File: src/rtl/seq_alu_pkg.sv
// Shared types for seq_alu: operation encodings, FSM states and op classification.
package seq_alu_pkg;

   localparam int OP_W = 4;

   typedef enum logic [OP_W-1:0] {
      OP_AND   = 4'd0,
      OP_OR    = 4'd1,
      OP_ADD   = 4'd2,
      OP_XOR   = 4'd3,
      OP_SLL   = 4'd4,
      OP_SRL   = 4'd5,
      OP_SUB   = 4'd6,
      OP_SLT   = 4'd7,
      OP_SRA   = 4'd8,
      OP_SLTU  = 4'd9,
      OP_MUL   = 4'd10,
      OP_MULHU = 4'd11,
      OP_DIVU  = 4'd12,
      OP_REMU  = 4'd13
   } op_e;

   typedef enum logic [1:0] {
      ST_IDLE = 2'd0,
      ST_BUSY = 2'd1,
      ST_DONE = 2'd2
   } state_e;

   function automatic logic is_multicycle(input logic [OP_W-1:0] op);
      return (op == OP_MUL) || (op == OP_MULHU) || (op == OP_DIVU) || (op == OP_REMU);
   endfunction

   // Division ops share the restoring datapath; the other two use shift-add.
   function automatic logic is_div(input logic [OP_W-1:0] op);
      return (op == OP_DIVU) || (op == OP_REMU);
   endfunction

   // MULHU and REMU both read the upper half of the shared accumulator.
   function automatic logic is_hi_half(input logic [OP_W-1:0] op);
      return (op == OP_MULHU) || (op == OP_REMU);
   endfunction

endpackage

File: src/rtl/seq_alu_muldiv.sv
// Iterative unsigned multiply (shift-add) and restoring divide on one 2*WIDTH accumulator.
// Present only when SEQ_ALU_MULDIV_EN is defined.
`ifdef SEQ_ALU_MULDIV_EN
module seq_alu_muldiv #(
   parameter int WIDTH = 32
) (
   input  logic             clk,
   input  logic             rst_n,
   input  logic             start,
   input  logic             step,
   input  logic             op_div,
   input  logic             sel_hi,
   input  logic [WIDTH-1:0] a,
   input  logic [WIDTH-1:0] b,
   output logic             done,
   output logic [WIDTH-1:0] res_nxt
);

   localparam int CNT_W = $clog2(WIDTH);

   // MUL: {product_hi, multiplier}.  DIV: {remainder, dividend/quotient}.
   logic [2*WIDTH-1:0] acc_q;
   logic [2*WIDTH-1:0] acc_nxt;
   logic [WIDTH-1:0]   b_q;
   logic               div_q;
   logic               hi_q;
   logic [CNT_W-1:0]   cnt_q;

   logic [WIDTH:0]     add_sum;
   logic [WIDTH:0]     partial;
   logic [WIDTH:0]     diff;
   logic               fits;

   always_comb begin
      add_sum = {1'b0, acc_q[2*WIDTH-1:WIDTH]} + (acc_q[0] ? {1'b0, b_q} : '0);
      partial = acc_q[2*WIDTH-1:WIDTH-1];
      diff    = partial - {1'b0, b_q};
      // A zero divisor always fits, so the quotient fills with ones and the
      // dividend shifts whole into the remainder.
      fits    = (partial >= {1'b0, b_q});
      if (div_q) begin
         if (fits) acc_nxt = {diff[WIDTH-1:0], acc_q[WIDTH-2:0], 1'b1};
         else      acc_nxt = {partial[WIDTH-1:0], acc_q[WIDTH-2:0], 1'b0};
      end else begin
         acc_nxt = {add_sum, acc_q[WIDTH-1:1]};
      end
      res_nxt = hi_q ? acc_nxt[2*WIDTH-1:WIDTH] : acc_nxt[WIDTH-1:0];
   end

   assign done = (cnt_q == CNT_W'(WIDTH - 1));

   // NOTE: datapath registers are reset too, so an aborted iteration leaves no residue.
   always_ff @(posedge clk or negedge rst_n) begin
      if (!rst_n) begin
         acc_q <= '0;
         b_q   <= '0;
         div_q <= 1'b0;
         hi_q  <= 1'b0;
         cnt_q <= '0;
      end else if (start) begin
         acc_q <= {{WIDTH{1'b0}}, a};
         b_q   <= b;
         div_q <= op_div;
         hi_q  <= sel_hi;
         cnt_q <= '0;
      end else if (step) begin
         acc_q <= acc_nxt;
         cnt_q <= cnt_q + CNT_W'(1);
      end
   end

endmodule
`endif

File: src/rtl/seq_alu.sv
// Registered RV32I/M-style ALU with valid/ready handshake.
// Define SEQ_ALU_MULDIV_EN to build the iterative MUL/MULHU/DIVU/REMU unit.
module seq_alu
   import seq_alu_pkg::*;
#(
   parameter int WIDTH   = 32,
   parameter int SHAMT_W = $clog2(WIDTH)
) (
   input  logic             clk,
   input  logic             rst_n,
   input  logic             in_valid,
   output logic             in_ready,
   input  logic [3:0]       op,
   input  logic [WIDTH-1:0] src_a,
   input  logic [WIDTH-1:0] src_b,
   output logic             out_valid,
   input  logic             out_ready,
   output logic [WIDTH-1:0] result,
   output logic             zero,
   output logic             illegal
);

   state_e             state_q, state_d;
   logic               accept;
   logic               go_multi;
   logic [WIDTH-1:0]   result_q;
   logic               zero_q;
   logic               illegal_q;
   logic [WIDTH-1:0]   sc_res;
   logic               sc_illegal;
   logic [SHAMT_W-1:0] shamt;

   assign shamt  = src_b[SHAMT_W-1:0];
   assign accept = in_valid && in_ready;

   // NOTE: every always_comb output gets a default first so no latch is inferred.
   always_comb begin
      sc_res     = '0;
      sc_illegal = 1'b0;
      case (op)
         OP_AND:  sc_res = src_a & src_b;
         OP_OR:   sc_res = src_a | src_b;
         OP_XOR:  sc_res = src_a ^ src_b;
         OP_ADD:  sc_res = src_a + src_b;
         OP_SUB:  sc_res = src_a - src_b;
         OP_SLT:  sc_res = WIDTH'($signed(src_a) < $signed(src_b));
         OP_SLTU: sc_res = WIDTH'(src_a < src_b);
         OP_SLL:  sc_res = src_a << shamt;
         OP_SRL:  sc_res = src_a >> shamt;
         OP_SRA:  sc_res = WIDTH'($signed(src_a) >>> shamt);
         default: sc_illegal = 1'b1;
      endcase
   end

`ifdef SEQ_ALU_MULDIV_EN
   logic             md_done;
   logic [WIDTH-1:0] md_res;

   assign go_multi = is_multicycle(op);

   seq_alu_muldiv #(.WIDTH(WIDTH)) u_muldiv (
      .clk     (clk),
      .rst_n   (rst_n),
      .start   (accept && go_multi),
      .step    (state_q == ST_BUSY),
      .op_div  (is_div(op)),
      .sel_hi  (is_hi_half(op)),
      .a       (src_a),
      .b       (src_b),
      .done    (md_done),
      .res_nxt (md_res)
   );
`else
   assign go_multi = 1'b0;
`endif

   // NOTE: sequential state uses non-blocking assignments only.
   always_ff @(posedge clk or negedge rst_n) begin
      if (!rst_n) state_q <= ST_IDLE;
      else        state_q <= state_d;
   end

   always_comb begin
      state_d = state_q;
      case (state_q)
         ST_IDLE: begin
            if (accept) state_d = go_multi ? ST_BUSY : ST_DONE;
         end
`ifdef SEQ_ALU_MULDIV_EN
         ST_BUSY: begin
            if (md_done) state_d = ST_DONE;
         end
`endif
         ST_DONE: begin
            // Back-to-back handoff skips IDLE entirely.
            if (accept)         state_d = go_multi ? ST_BUSY : ST_DONE;
            else if (out_ready) state_d = ST_IDLE;
         end
         default: state_d = ST_IDLE;
      endcase
   end

   always_comb begin
      in_ready  = (state_q == ST_IDLE) || ((state_q == ST_DONE) && out_ready);
      out_valid = (state_q == ST_DONE);
      result    = result_q;
      zero      = zero_q;
      illegal   = illegal_q;
   end

   // Result flags change only when a new result is produced, so DONE holds them.
   always_ff @(posedge clk or negedge rst_n) begin
      if (!rst_n) begin
         result_q  <= '0;
         zero_q    <= 1'b0;
         illegal_q <= 1'b0;
      end else if (accept && !go_multi) begin
         result_q  <= sc_res;
         zero_q    <= (sc_res == '0);
         illegal_q <= sc_illegal;
      end
`ifdef SEQ_ALU_MULDIV_EN
      else if ((state_q == ST_BUSY) && md_done) begin
         result_q  <= md_res;
         zero_q    <= (md_res == '0);
         illegal_q <= 1'b0;
      end
`endif
   end

endmodule

File: config.mk
export PLATFORM = sky130hd
export DESIGN_NAME = seq_alu
export DESIGN_NICKNAME = d
export VERILOG_FILES = /design/src/rtl/seq_alu_pkg.sv /design/src/rtl/seq_alu_muldiv.sv /design/src/rtl/seq_alu.sv
export SDC_FILE = /design/constraint.sdc
export NUM_CORES = 1
export LEC_CHECK = 0
export CORE_MARGIN = 3
export CORE_UTILIZATION = 50
export DETAILED_ROUTE_END_ITERATION = 10
export PLACE_DENSITY_LB_ADDON = 0.1
export REMOVE_ABC_BUFFERS = 1
export SETUP_SLACK_MARGIN = 0.1
export SYNTH_ARGS = -nofsm -noshare
export SYNTH_HDL_FRONTEND = slang
export SYNTH_HIERARCHICAL = 1
export SYNTH_SLANG_ARGS = --single-unit
export TNS_END_PERCENT = 10
File: constraint.sdc
create_clock -name clk -period 6.05 [get_ports clk]
set_input_delay 1.5125 -clock clk [delete_from_list [all_inputs] [get_ports clk]]
set_output_delay 1.5125 -clock clk [all_outputs]
set_load 0.01 [all_outputs]
After elaboration in Yosys (flattened, before gate mapping)
Cells that the tools add are included.
- $add $sub $neg: 2
- order comparisons: 2
- reductions and logical operators: 8
- shift operators: 3
- bitwise logic cells: 3
- muxes and demuxes: 6
- equal/unequal tests: 12
- operators by type and width (cell ; count):
    32-bit case mux with 10 select lines ; 1
    32-bit < comparator ; 2
    32-bit adder ; 1
    32-bit AND ; 1
    32-bit zero test ; 1
    32-bit bitwise OR ; 1
    32-bit by 5-bit left shift with 32-bit output ; 1
    32-bit by 5-bit right shift with 32-bit output ; 1
    32-bit by 5-bit >>> shifter with 32-bit output ; 1
    32-bit subtractor ; 1
    32-bit bitwise XOR ; 1
    4-bit by 3-bit equality test with 1-bit output, second input constant ; 4
    10-bit OR reduction ; 1
    4-bit by 2-bit equality test with 1-bit output, second input constant ; 2
    4-bit equality test, second input constant ; 2
    2-bit 2-to-1 mux ; 3
    4-bit by 1-bit equality test with 1-bit output, second input constant ; 1
    4-bit zero test ; 1
    2-bit case mux with 2 select lines ; 1
    3-bit by 1-bit != test with 1-bit output, second input constant ; 1
    2-bit equality test, second input constant ; 1
    1-bit logical AND ; 2
    2-bit zero test ; 1
    2-bit != test, second input constant ; 1
    3 further kinds ; 3
- output and inout bits: 36
- input bits: 72
- word-level logic and storage cells: 40
- bits in registers: 36

Longest topological paths before layout
- word-level depth: 6
- depth in mapped cells: 18
- mapped depth without buffers: 15

Worst setup path before layout
No wires, ideal clock.
- path type: input-to-reg
- start: input src_b[2]
- end: register zero_q (netlist: zero)
- required time: 5.929 ns
- buffers on the path: 5
- stages on the path: 18
- setup time: 0.121 ns
- path slack: 0.312 ns
- arrival: 5.617 ns
- path through: clkbuf_1 inv_1 buf_2 buf_1 buf_1 ha_1 buf_2 nor2b_1 o311ai_1 a211oi_1 a211oi_2 o22ai_1 or2_2 a221o_1 or2_2 a41oi_1 nor4_1 a32o_2
- longest elaborated chain between the ends: 3
- elaborated cells between the ends (all ways): 12
- those cells by class: add/sub (2); order compare (2); shift (3); mux (1); bitwise (3); reduce/logical (1)
- ends and longest elaborated chain (element ; RTL line ; source):
    start: declaration ; seq_alu.sv:15 ; input logic [WIDTH-1:0] src_b,
    32-bit subtractor, or another cell as far along ; seq_alu.sv:45 ; OP_SUB: sc_res = src_a - src_b;
    32-bit case mux with 10 select lines (*) ; seq_alu.sv:40 ; case (op)
    32-bit zero test (*) ; seq_alu.sv:119 ; zero_q <= (sc_res == '0);
    end signal: assignment ; seq_alu.sv:119 ;
    end: declaration ; seq_alu.sv:27 ; logic zero_q;
Mark *: on every way between the ends. The rest lies on a longest branch, timed or not.
A chain may end at the register's enable or synchronous reset.

Worst setup path in the final report
Ends and elaborated chain as after synthesis.

==> flow_metrics.env <==
export IMPL_outcome="finished clean"
export IMPL_wl_per_cell_um=27.8
export IMPL_gp_congestion=1.08
export IMPL_combPwrFrac=0.673
export IMPL_cts_tree="done"
export IMPL_drive_gt1_frac=0.161
export IMPL_ctsHoldBuffers=0
export IMPL_internal_power_mw=1.03
export IMPL_worstSetupPathType="primary input to register"
export IMPL_worstPathArrival_ps=6110
export IMPL_clkPwrFrac=0.175
export IMPL_clkLatencyLatePin_ps=280
export IMPL_ff2ff_setup_slack_ps=2910
export IMPL_synth_cell_area_mm2=0.0108
export IMPL_vias=13700
export IMPL_grt_ovfl_total=0
export IMPL_clkTransAtPathRegs_ps=60
export IMPL_rsz0062_at_grt="false"
export IMPL_yosysMostFrequentCell="nand2_1"
export IMPL_initial_utilization=0.510
export IMPL_synth_top_area_frac=0.117
export IMPL_grt_pass1_vias=12500
export IMPL_p_sw_mw=0.895
export IMPL_rows=53
export IMPL_start_kind="primary input"
export IMPL_ys_seq_area_frac=0.0814
export IMPL_nNetsFinal=1803
export IMPL_syn_inst=1474
export IMPL_vias_per_cell=7.18
export IMPL_finalCriticalPeriod_ps=5890
export IMPL_yosysTopAreaCell="ha_1"
export IMPL_cts_made_buffers=5
export IMPL_fin_crit_sh=0.974
export IMPL_drv_slew=0
export IMPL_syn2layout_area_growth_pct=21.6
export IMPL_crit_fanout=35
export IMPL_dr_pass1_iters=9
export IMPL_powerDensity_mw_per_mm2=147
export IMPL_core_mm2=0.0211
export IMPL_die_w_um=153
export IMPL_layoutNonFillerInstCount=1904
export IMPL_cts_htree_levels=2
export IMPL_cts_sinks=35
export IMPL_async_flop_share=1.00
export IMPL_worstMarginPinSlew_ps=1330
export IMPL_r2r_end="zero"
export IMPL_synth_edf_count=0
export IMPL_hp_start="result[25]"
export IMPL_portBuffers=107
export IMPL_fmax_ghz=0.170
export IMPL_final_core_util=0.620
export IMPL_antenna_cells=0
export IMPL_whs_path_depth=2
export IMPL_drt_iter0_markers=2244
export IMPL_crit_path_end_kind="register"
export IMPL_swShare=0.466
export IMPL_syn_avg_cell_area_um2=7.30
export IMPL_clockRootBuffer="clkbuf_16"
export IMPL_ir_drop_mv=0.110
export IMPL_ant_nets=0
export IMPL_p_seq_frac=0.152
export IMPL_synthDistinctLibCells=85
export IMPL_r2r_start="state_q[1]"
export IMPL_place_hpwl_um=42400
export IMPL_setup_tns_final_ps=0
export IMPL_dp_cells=1896
export IMPL_clockBufferDepth=2
export IMPL_relSlewSlack=0.113
export IMPL_synth_common_cells="160 x nand2_1, 120 x nor2_1, 102 x inv_1"
export IMPL_setup_viol=0
export IMPL_hold_viol_final=0
export IMPL_p_leak_nw=5.60
export IMPL_r2r_cells=11
export IMPL_skew_ps=3.34
export IMPL_synth_flop_cell="dfrtp_1"
export IMPL_die_y_um=153
export IMPL_cp_required_ps=6270
export IMPL_grt_max_degree=48
export IMPL_min_path_type="register to register"
export IMPL_ys_warnings_count=6
export IMPL_ys_top_cells_by_area="ha_1 12%, dfrtp_1 8.1%, mux4_2 8.0%"
export IMPL_grt_antenna_before_repair=0
export IMPL_cap_violations=0
export IMPL_drt_total_wl_um=53000
export IMPL_ys_ff_latch=35
export IMPL_grt_pass1_wl_um=77900
export IMPL_fp_dieArea_mm2=0.0233
export IMPL_min_to="result[25]"
export IMPL_io_pins=108
export IMPL_power_total_mw=1.92
export IMPL_drc_errors=0
export IMPL_track_usage=0.426
how the worst max path moves through the flow:
stage,slack (ps),cells past startpoint,start,to
floorplan,690,13,src_b[2],zero
global placement,320,18,src_a[0],zero
detailed placement,190,18,src_a[0],zero
CTS,370,18,src_a[0],zero
global route,100,18,src_a[0],zero
finish,160,13,src_b[2],zero
metrics by stage:
step / area (um2) / worst slack [ps] / hold WS [ps]
final: 13100 / 158 / 477
after global routing: 13100 / 104 / 500
after CTS: 13100 / 368 / 482
after detailed placement: 12900 / 185 / 469
after global placement: 12900 / 322 / 459
after floorplan: 10300 / 695 / 514
flip-flops by register name (all words and copies together), names as in the netlist:
| signal | flops |
|---|---|
| illegal | 1 |
| result | 32 |
| state_q | 1 |
| zero | 1 |
power groups by stage:
stage          clock (mW)  combinational, mW  sequential, mW
2_1_floorplan           0              0.613           0.314
3_3_place_gp            0               1.21           0.294
3_5_place_dp            0               1.23           0.297
4_1_cts             0.338               1.23           0.293
5_1_grt             0.345               1.35           0.298
6_report            0.336               1.29           0.292
cell type report:
| class | instances | area, um2 |
|---|---|---|
| clock buffers | 5 | 125 |
| clock inverters | 3 | 67.6 |
| fillers | 1983 | 8010 |
| inverters | 104 | 390 |
| multi-input cells | 1223 | 9040 |
| flip-flops and latches | 35 | 876 |
| well taps | 275 | 344 |
| repair buffers | 259 | 2230 |
routing by layer:
metal,vias up,track usage,part of all wire
met4,0,0.166,0.049
met2,1133,0.634,0.42
li1,5909,-,-
met5,-,0,0
met3,191,0.141,0.15
met1,6441,0.574,0.38
cell usage in the layout (no fill, tap or decap), types with 7 or more instances in the layout:
master           count
nand2_1            160
buf_4              150
nor2_1             118
clkdlybuf4s50_1    103
inv_1              102
ha_1               101
a21oi_1            100
o21ai_0             74
mux2i_1             68
nand3_1             40
mux4_2              38
o22ai_1             36
dfrtp_1             35
nor3_1              30
mux2_2              29
nand2b_1            26
a211oi_1            25
a22oi_1             25
a31oi_1             24
o211ai_1            20
o31ai_1             19
o221ai_1            18
a21o_1              16
nor4_1              14
a22o_1              14
a221oi_1            14
nand4_1             12
nor2b_1             11
o21bai_1            11
o21a_1              10
a2111oi_0           10
o2111ai_1            9
a221o_1              8
xnor2_1              8
or2_2                7
a211o_1              7
critical path: stages:
cell and delay [ps]:
clkdlybuf4s50_1 560, buf_4 440, nor2b_1 600, a221oi_1 340
a21oi_1 220, o22ai_1 90, o21ai_0 560, o211ai_1 530
nor4_1 430, buf_4 160, nand4_1 140, nor4b_2 290
a32o_2 220
what timing repair did:
action,4_1_cts,5_1_grt
setup endpoints to repair,0,1
resized for setup,0,4
setup buffers,0,0
endpoints found under the hold margin,0,0
cell families (layout without fill, tap and decap cells):
family	Yosys count	after routing	synth area share
fa+ha+maj	103	103	0.121
mux	136	136	0.176
compound gates	507	507	0.327
buf+inv	216	371	0.0797
flops	35	35	0.0814
xor+xnor	10	10	0.00814
simple gates	467	467	0.207
(Power assumes the default switching activity.)
